[src/rtl/serial_packer_pkg.sv]
// Shared types and helpers for the serial word packer.
// Imported by serial_packer_accum and serial_word_packer_obi.
package serial_packer_pkg;

    localparam int BYTES_PER_WORD = 4;
    localparam int CNT_W          = 3;
    localparam int WORD_W         = 8 * BYTES_PER_WORD;

    typedef enum logic [1:0] {
        ST_FILL = 2'd0,
        ST_REQ  = 2'd1,
        ST_RESP = 2'd2
    } state_e;

    // Byte-enable mask for a word holding cnt bytes, packed LSB-first.
    function automatic logic [BYTES_PER_WORD-1:0] be_mask(
        input logic [CNT_W-1:0] cnt
    );
        logic [BYTES_PER_WORD-1:0] m;
        m = '0;
        unique case (1'b1)
            (cnt == 3'd1): m = 4'b0001;
            (cnt == 3'd2): m = 4'b0011;
            (cnt == 3'd3): m = 4'b0111;
            (cnt == 3'd4): m = 4'b1111;
            default:       m = 4'b0000;
        endcase
        return m;
    endfunction

endpackage

[src/rtl/serial_packer_accum.sv]
// Byte assembler: packs bytes LSB-first and flags a finished word.
// Exposes an idle-step strobe only when SERIAL_PACKER_IDLE_FLUSH_EN is set.
module serial_packer_accum
    import serial_packer_pkg::*;
(
    input  logic                      clk_i,
    input  logic                      rst_ni,
    input  logic                      i_en,
    input  logic                      i_byte_valid,
    input  logic [7:0]                i_byte_data,
    input  logic                      i_flush,
`ifdef SERIAL_PACKER_IDLE_FLUSH_EN
    output logic                      o_idle_step,
`endif
    output logic                      o_word_valid,
    output logic [WORD_W-1:0]         o_word,
    output logic [BYTES_PER_WORD-1:0] o_be
);

    logic [CNT_W-1:0]  r_cnt;
    logic [WORD_W-1:0] r_asm;

    logic              w_take;
    logic [CNT_W-1:0]  w_cnt_nxt;
    logic [WORD_W-1:0] w_asm_nxt;
    logic              w_full;
    logic              w_flush_hit;

    assign w_take    = i_en & i_byte_valid;
    assign w_cnt_nxt = r_cnt + {{(CNT_W-1){1'b0}}, w_take};

    always_comb begin
        w_asm_nxt = r_asm;
        for (int b = 0; b < BYTES_PER_WORD; b++) begin
            if (w_take && (r_cnt == CNT_W'(b))) begin
                w_asm_nxt[8*b +: 8] = i_byte_data;
            end
        end
    end

    // A byte arriving with flush counts first, so flush sees the new count.
    assign w_full       = (w_cnt_nxt == CNT_W'(BYTES_PER_WORD));
    assign w_flush_hit  = i_en & i_flush & (w_cnt_nxt != '0);
    assign o_word_valid = w_full | w_flush_hit;
    assign o_word       = w_asm_nxt;
    assign o_be         = be_mask(w_cnt_nxt);

`ifdef SERIAL_PACKER_IDLE_FLUSH_EN
    assign o_idle_step = i_en & (r_cnt != '0) & ~w_take;
`endif

    always_ff @(posedge clk_i or negedge rst_ni) begin
        if (!rst_ni) begin
            r_cnt <= '0;
            r_asm <= '0;
        end else if (o_word_valid) begin
            r_cnt <= '0;
            r_asm <= '0;
        end else begin
            r_cnt <= w_cnt_nxt;
            r_asm <= w_asm_nxt;
        end
    end

endmodule

[src/rtl/serial_word_packer_obi.sv]
// Packs a byte stream into 32-bit OBI writes, one outstanding at a time.
// Optional idle auto-flush is enabled by SERIAL_PACKER_IDLE_FLUSH_EN.
module serial_word_packer_obi
    import serial_packer_pkg::*;
#(
    parameter int                    DATA_WIDTH     = 32,
    parameter int                    ADDR_WIDTH     = 32,
    parameter logic [ADDR_WIDTH-1:0] TARGET_ADDR    = '0,
    parameter int                    TIMEOUT_CYCLES = 255
) (
    input  logic                  clk_i,
    input  logic                  rst_ni,
    input  logic                  byte_valid_i,
    input  logic [7:0]            byte_data_i,
    output logic                  byte_ready_o,
    input  logic                  flush_i,
    output logic                  req_o,
    input  logic                  gnt_i,
    input  logic                  rvalid_i,
    output logic [ADDR_WIDTH-1:0] addr_o,
    output logic                  we_o,
    output logic [3:0]            be_o,
    output logic [DATA_WIDTH-1:0] wdata_o,
    output logic                  busy_o,
    output logic [15:0]           words_sent_o
);

    if (DATA_WIDTH != 32 || TIMEOUT_CYCLES < 1 || TIMEOUT_CYCLES > 255)
    begin : g_bad_param
        $error("serial_word_packer_obi: unsupported parameters");
    end

    state_e r_state;
    state_e w_state_nxt;

    logic [DATA_WIDTH-1:0]     r_wdata;
    logic [BYTES_PER_WORD-1:0] r_be;
    logic [15:0]               r_sent;

    logic                      w_fill;
    logic                      w_flush;
    logic                      w_idle_hit;
    logic                      w_word_valid;
    logic [WORD_W-1:0]         w_word;
    logic [BYTES_PER_WORD-1:0] w_be;

    assign w_fill  = (r_state == ST_FILL);
    assign w_flush = flush_i | w_idle_hit;

`ifdef SERIAL_PACKER_IDLE_FLUSH_EN
    localparam logic [7:0] IDLE_LIMIT = 8'(TIMEOUT_CYCLES);

    logic [7:0] r_idle;
    logic       w_idle_step;

    assign w_idle_hit = w_fill & (r_idle == IDLE_LIMIT);

    // Counts only while a partial word sits untouched in FILL.
    always_ff @(posedge clk_i or negedge rst_ni) begin
        if (!rst_ni) begin
            r_idle <= '0;
        end else if (w_idle_step && !w_word_valid) begin
            r_idle <= r_idle + 8'd1;
        end else begin
            r_idle <= '0;
        end
    end
`else
    assign w_idle_hit = 1'b0;
`endif

    serial_packer_accum u_accum (
        .clk_i        (clk_i),
        .rst_ni       (rst_ni),
        .i_en         (w_fill),
        .i_byte_valid (byte_valid_i),
        .i_byte_data  (byte_data_i),
        .i_flush      (w_flush),
`ifdef SERIAL_PACKER_IDLE_FLUSH_EN
        .o_idle_step  (w_idle_step),
`endif
        .o_word_valid (w_word_valid),
        .o_word       (w_word),
        .o_be         (w_be)
    );

    always_ff @(posedge clk_i or negedge rst_ni) begin
        if (!rst_ni) begin
            r_state <= ST_FILL;
        end else begin
            r_state <= w_state_nxt;
        end
    end

    always_comb begin
        w_state_nxt  = r_state;
        byte_ready_o = 1'b0;
        req_o        = 1'b0;
        we_o         = 1'b0;
        busy_o       = 1'b1;
        unique case (r_state)
            ST_FILL: begin
                byte_ready_o = 1'b1;
                busy_o       = 1'b0;
                if (w_word_valid) begin
                    w_state_nxt = ST_REQ;
                end
            end
            ST_REQ: begin
                req_o = 1'b1;
                we_o  = 1'b1;
                if (gnt_i) begin
                    w_state_nxt = ST_RESP;
                end
            end
            ST_RESP: begin
                if (rvalid_i) begin
                    w_state_nxt = ST_FILL;
                end
            end
            default: begin
                w_state_nxt = ST_FILL;
            end
        endcase
    end

    // Word and enables are captured at launch and held through the handshake.
    always_ff @(posedge clk_i or negedge rst_ni) begin
        if (!rst_ni) begin
            r_wdata <= '0;
            r_be    <= '0;
            r_sent  <= '0;
        end else if (w_fill && w_word_valid) begin
            r_wdata <= w_word;
            r_be    <= w_be;
        end else if (r_state == ST_RESP && rvalid_i) begin
            r_be   <= '0;
            r_sent <= r_sent + 16'd1;
        end
    end

    assign addr_o       = TARGET_ADDR;
    assign be_o         = r_be;
    assign wdata_o      = r_wdata;
    assign words_sent_o = r_sent;

endmodule

[config.mk]
export PLATFORM = sky130hd
export DESIGN_NAME = serial_word_packer_obi
export DESIGN_NICKNAME = d
export VERILOG_FILES = /design/src/rtl/serial_packer_pkg.sv /design/src/rtl/serial_packer_accum.sv /design/src/rtl/serial_word_packer_obi.sv
export SDC_FILE = /design/constraint.sdc
export NUM_CORES = 1
export LEC_CHECK = 0
export ABC_AREA = 1
export CAP_MARGIN = 20
export CORE_MARGIN = 2
export CORE_UTILIZATION = 53
export CTS_BUF_LIST = sky130_fd_sc_hd__clkbuf_16
export DETAILED_ROUTE_END_ITERATION = 8
export GPL_TIMING_DRIVEN = 0
export MAX_ROUTING_LAYER = met4
export PLACE_DENSITY = 0.95
export SLEW_MARGIN = 10
export SYNTH_ARGS = -nofsm -noshare
export SYNTH_HDL_FRONTEND = slang
export SYNTH_SLANG_ARGS = --single-unit
[constraint.sdc]
create_clock -name clk_i -period 5 [get_ports clk_i]
set_input_delay 0.5 -clock clk_i [delete_from_list [all_inputs] [get_ports clk_i]]
set_output_delay 0.5 -clock clk_i [all_outputs]
set_load 0.02 [all_outputs]
==> flow_summary.yaml <==
status:
  status: "finished, final reports clean"
finish:
  final_util_pct: 70.63
  finalNonFillerCells: 685
  nNetsFinal: 594
  areaGrowthSynthToFinish_pct: 30.48
  n_fill_cell: 574
  drive_above_1_share_pct: 12.69
  diodes: 0
  fin_area_um2: 5373
placement:
  dpl_cell_area_um2: 5077
  dpl.hpwl_um: 6534
  dp.cells: 669
  io_buffers: 69
  gp_congestion: 0.9007
sta:
  final.min_clock_period_ns: 2.556
  timing.final.crit_share_pct: 51.11
  setup_viol: 0
  hold_viol: 0
  fmax_ghz: 0.3913
  skew_ns: 0.006100
  drv_slew: 0
  rsz0062_at_grt: "false"
  maxSlewHeadroom_pct: 63.20
  tightestPinTransition_ns: 0.5501
  setup_tns_ns: 0
global_routing:
  grt_pass1_wl_um: 15530
  antenna_found_initial: 0
  grt_overflow: 0
  track_usage_pct: 24.10
  grt_pass1_vias: 3288
  grt_max_degree: 55
floorplan:
  start_util_pct: 54.13
  die_y_um: 92.15
  fp.coreArea_um2: 7607
  num_rows: 32
  boundaryPins: 102
  die_x_um: 92.15
  die-area_um2: 8491
worst_setup_path:
  reg2reg_depth: 11
  crit_chain: "clkdlybuf4s50_1 > nand3_4 > inv_2 > ha_1 > xor2_1 > nand3_1 > nand2_2 > nand2_2 > buf_4 > nand2_1 > nand2_1"
  start_kind: "primary input"
  critPathKind: "in -> reg"
  rr_endpoint: "wdata_o[31]"
  critical-path-slowest-cell: "clkdlybuf4s50_1"
  worst-path-max-fanout: 10
  cp.arrival_ns: 2.77
  cp.required_ns: 5.22
  r2r_start: "r_state[1]"
  cp-end-kind: "flop"
  reg2reg_slack_ns: 2.47
  slowest_delay_ns: 0.56
cts:
  cts_buffers: 9
  clk_pin_slew_ns: 0.06
  cts_buffer_depth: 2
  cts_tree: "done"
  ctsResizeCount: 0
  postCtsSetupRepairBufs: 0
  cts_root_buffer: "clkbuf_16"
  hold_buffers: 0
  numClockSinks: 89
  htreeDepth: 3
  worstSkewPairLatency_ns: 0.34
run:
  maxCapViolCount: 0
routing:
  dr_wl_met2_um: 4773
  dr.max_layer_used: "met4"
  vias: 3349
  wl_per_cell_um: 13.83
  postRouteAntennaNets: 0
  first_iter_violations: 294
  via_per_inst: 4.889
  m1WireLength_um: 3846
  drc_errors: 0
  firstDrtPassIters: 5
  met3RoutedLength_um: 642
  wirelength_um: 9471
synth:
  synth_top_area_share_pct: 54.09
  synth_seq_cells: 89
  yosysMostFrequentCell: "nand2_1"
  yosysTopAreaCell: "dfrtp_1"
  yosysUniqueCellTypes: 29
  seq_area_frac_synth_pct: 54.09
  synth.top_cells.by_count: "163 x nand2_1, 89 x dfrtp_1, 36 x buf_4, 32 x and2_1, 27 x inv_1"
  ys.flop_type: "dfrtp_1"
  synth_area_leaders: "dfrtp_1 54%, nand2_1 15%, buf_4 6.6%"
  synthCells: 466
  syn_area_um2: 4118
  synth_edf_count: 0
  synth_area_per_cell_um2: 8.836
  synthArstFlopShare_pct: 100.0
  yosys_warnings: 0
pwr:
  power_mw: 3.049
  power_leakage_nw: 2.805
  cellPowerDensity_nw_per_um2: 567.5
  ir_drop_uv: 366.1
min_path:
  hp-class: "in -> async"
==> registers in the layout, summed over array words and instances, names as in the netlist <==
signal	count
wdata_o	32
words_sent_o	16
be_o	4
u_accum.r_cnt	3
r_state	2
u_accum.r_asm	32
==> through the flow <==
stage	setup WS [ns]	hold slack (ns)
global placement	0.3693	0.4549
detailed placement	2.205	0.4577
global route	2.286	0.1648
finish	2.444	0.1323
floorplan	2.813	0.2044
CTS	2.508	0.1463
==> critical path: cells and delay by family <==
kind / cells / cell delay, ns
fa+ha+maj: 1 / 0.15
simple gates: 6 / 0.80
buf+inv: 3 / 0.85
xor+xnor: 1 / 0.46
==> final cells by class <==
type | instances | area (µm²) | area share [%]
clock buffer | 9 | 225.2 | 4.192
timing repair buffer | 70 | 715.7 | 13.32
clock inverter | 7 | 70.07 | 1.304
tap | 102 | 127.6 | 2.375
inverter | 29 | 108.9 | 2.026
buffer | 47 | 329.1 | 6.125
sequential | 89 | 2227 | 41.45
multi-input combinational | 332 | 1569 | 29.20
==> power by group <==
group | total, mW | internal [mW] | switching [mW]
clock | 0.668 | 0.386 | 0.282
combinational | 1.29 | 0.526 | 0.768
sequential | 1.09 | 0.951 | 0.136
total | 3.05 | 1.86 | 1.19
==> layer usage <==
metal  vias up  global-route usage, %
met3        21                  3.040
met5         -                      -
met2       152                  40.93
met4         0                  10.82
met1      1565                  28.97
li1       1611                      -
==> cells by family after synthesis <==
family / synth area share [%]
AO/OA/AOI/OAI: 4.649
XOR/XNOR: 2.340
adder cells (fa/ha/maj): 0.6076
buffers and inverters: 10.64
flip-flops: 54.09
other: 0.09107
AND/OR/NAND/NOR: 27.59
==> worst max path at each step <==
stage | cells past startpoint | startpoint | slack [ns] | end
2_1_floorplan | 11 | r_state[1] | 2.81 | wdata_o[0]
3_3_place_gp | 1 | rst_ni | 0.37 | wdata_o[21]
3_5_place_dp | 10 | byte_valid_i | 2.21 | u_accum.r_asm[19]
4_1_cts | 11 | byte_valid_i | 2.51 | wdata_o[31]
5_1_grt | 11 | byte_valid_i | 2.29 | wdata_o[31]
6_report | 11 | byte_valid_i | 2.44 | wdata_o[31]
==> cell usage in the layout (no fill, tap or decap), types with 9 or more instances in the layout <==
cell type | synthesis | final
nand2_1 | 163 | 163
clkdlybuf4s50_1 | 0 | 68
buf_4 | 36 | 37
conb_1 | 1 | 32
and2_1 | 32 | 32
dfrtp_1 | 89 | 89
inv_1 | 27 | 28
nor2_1 | 23 | 23
o21ai_0 | 21 | 21
nand4_1 | 9 | 9
clkbuf_16 | 0 | 9
No activity file was read; power rests on OpenSTA's default activity.
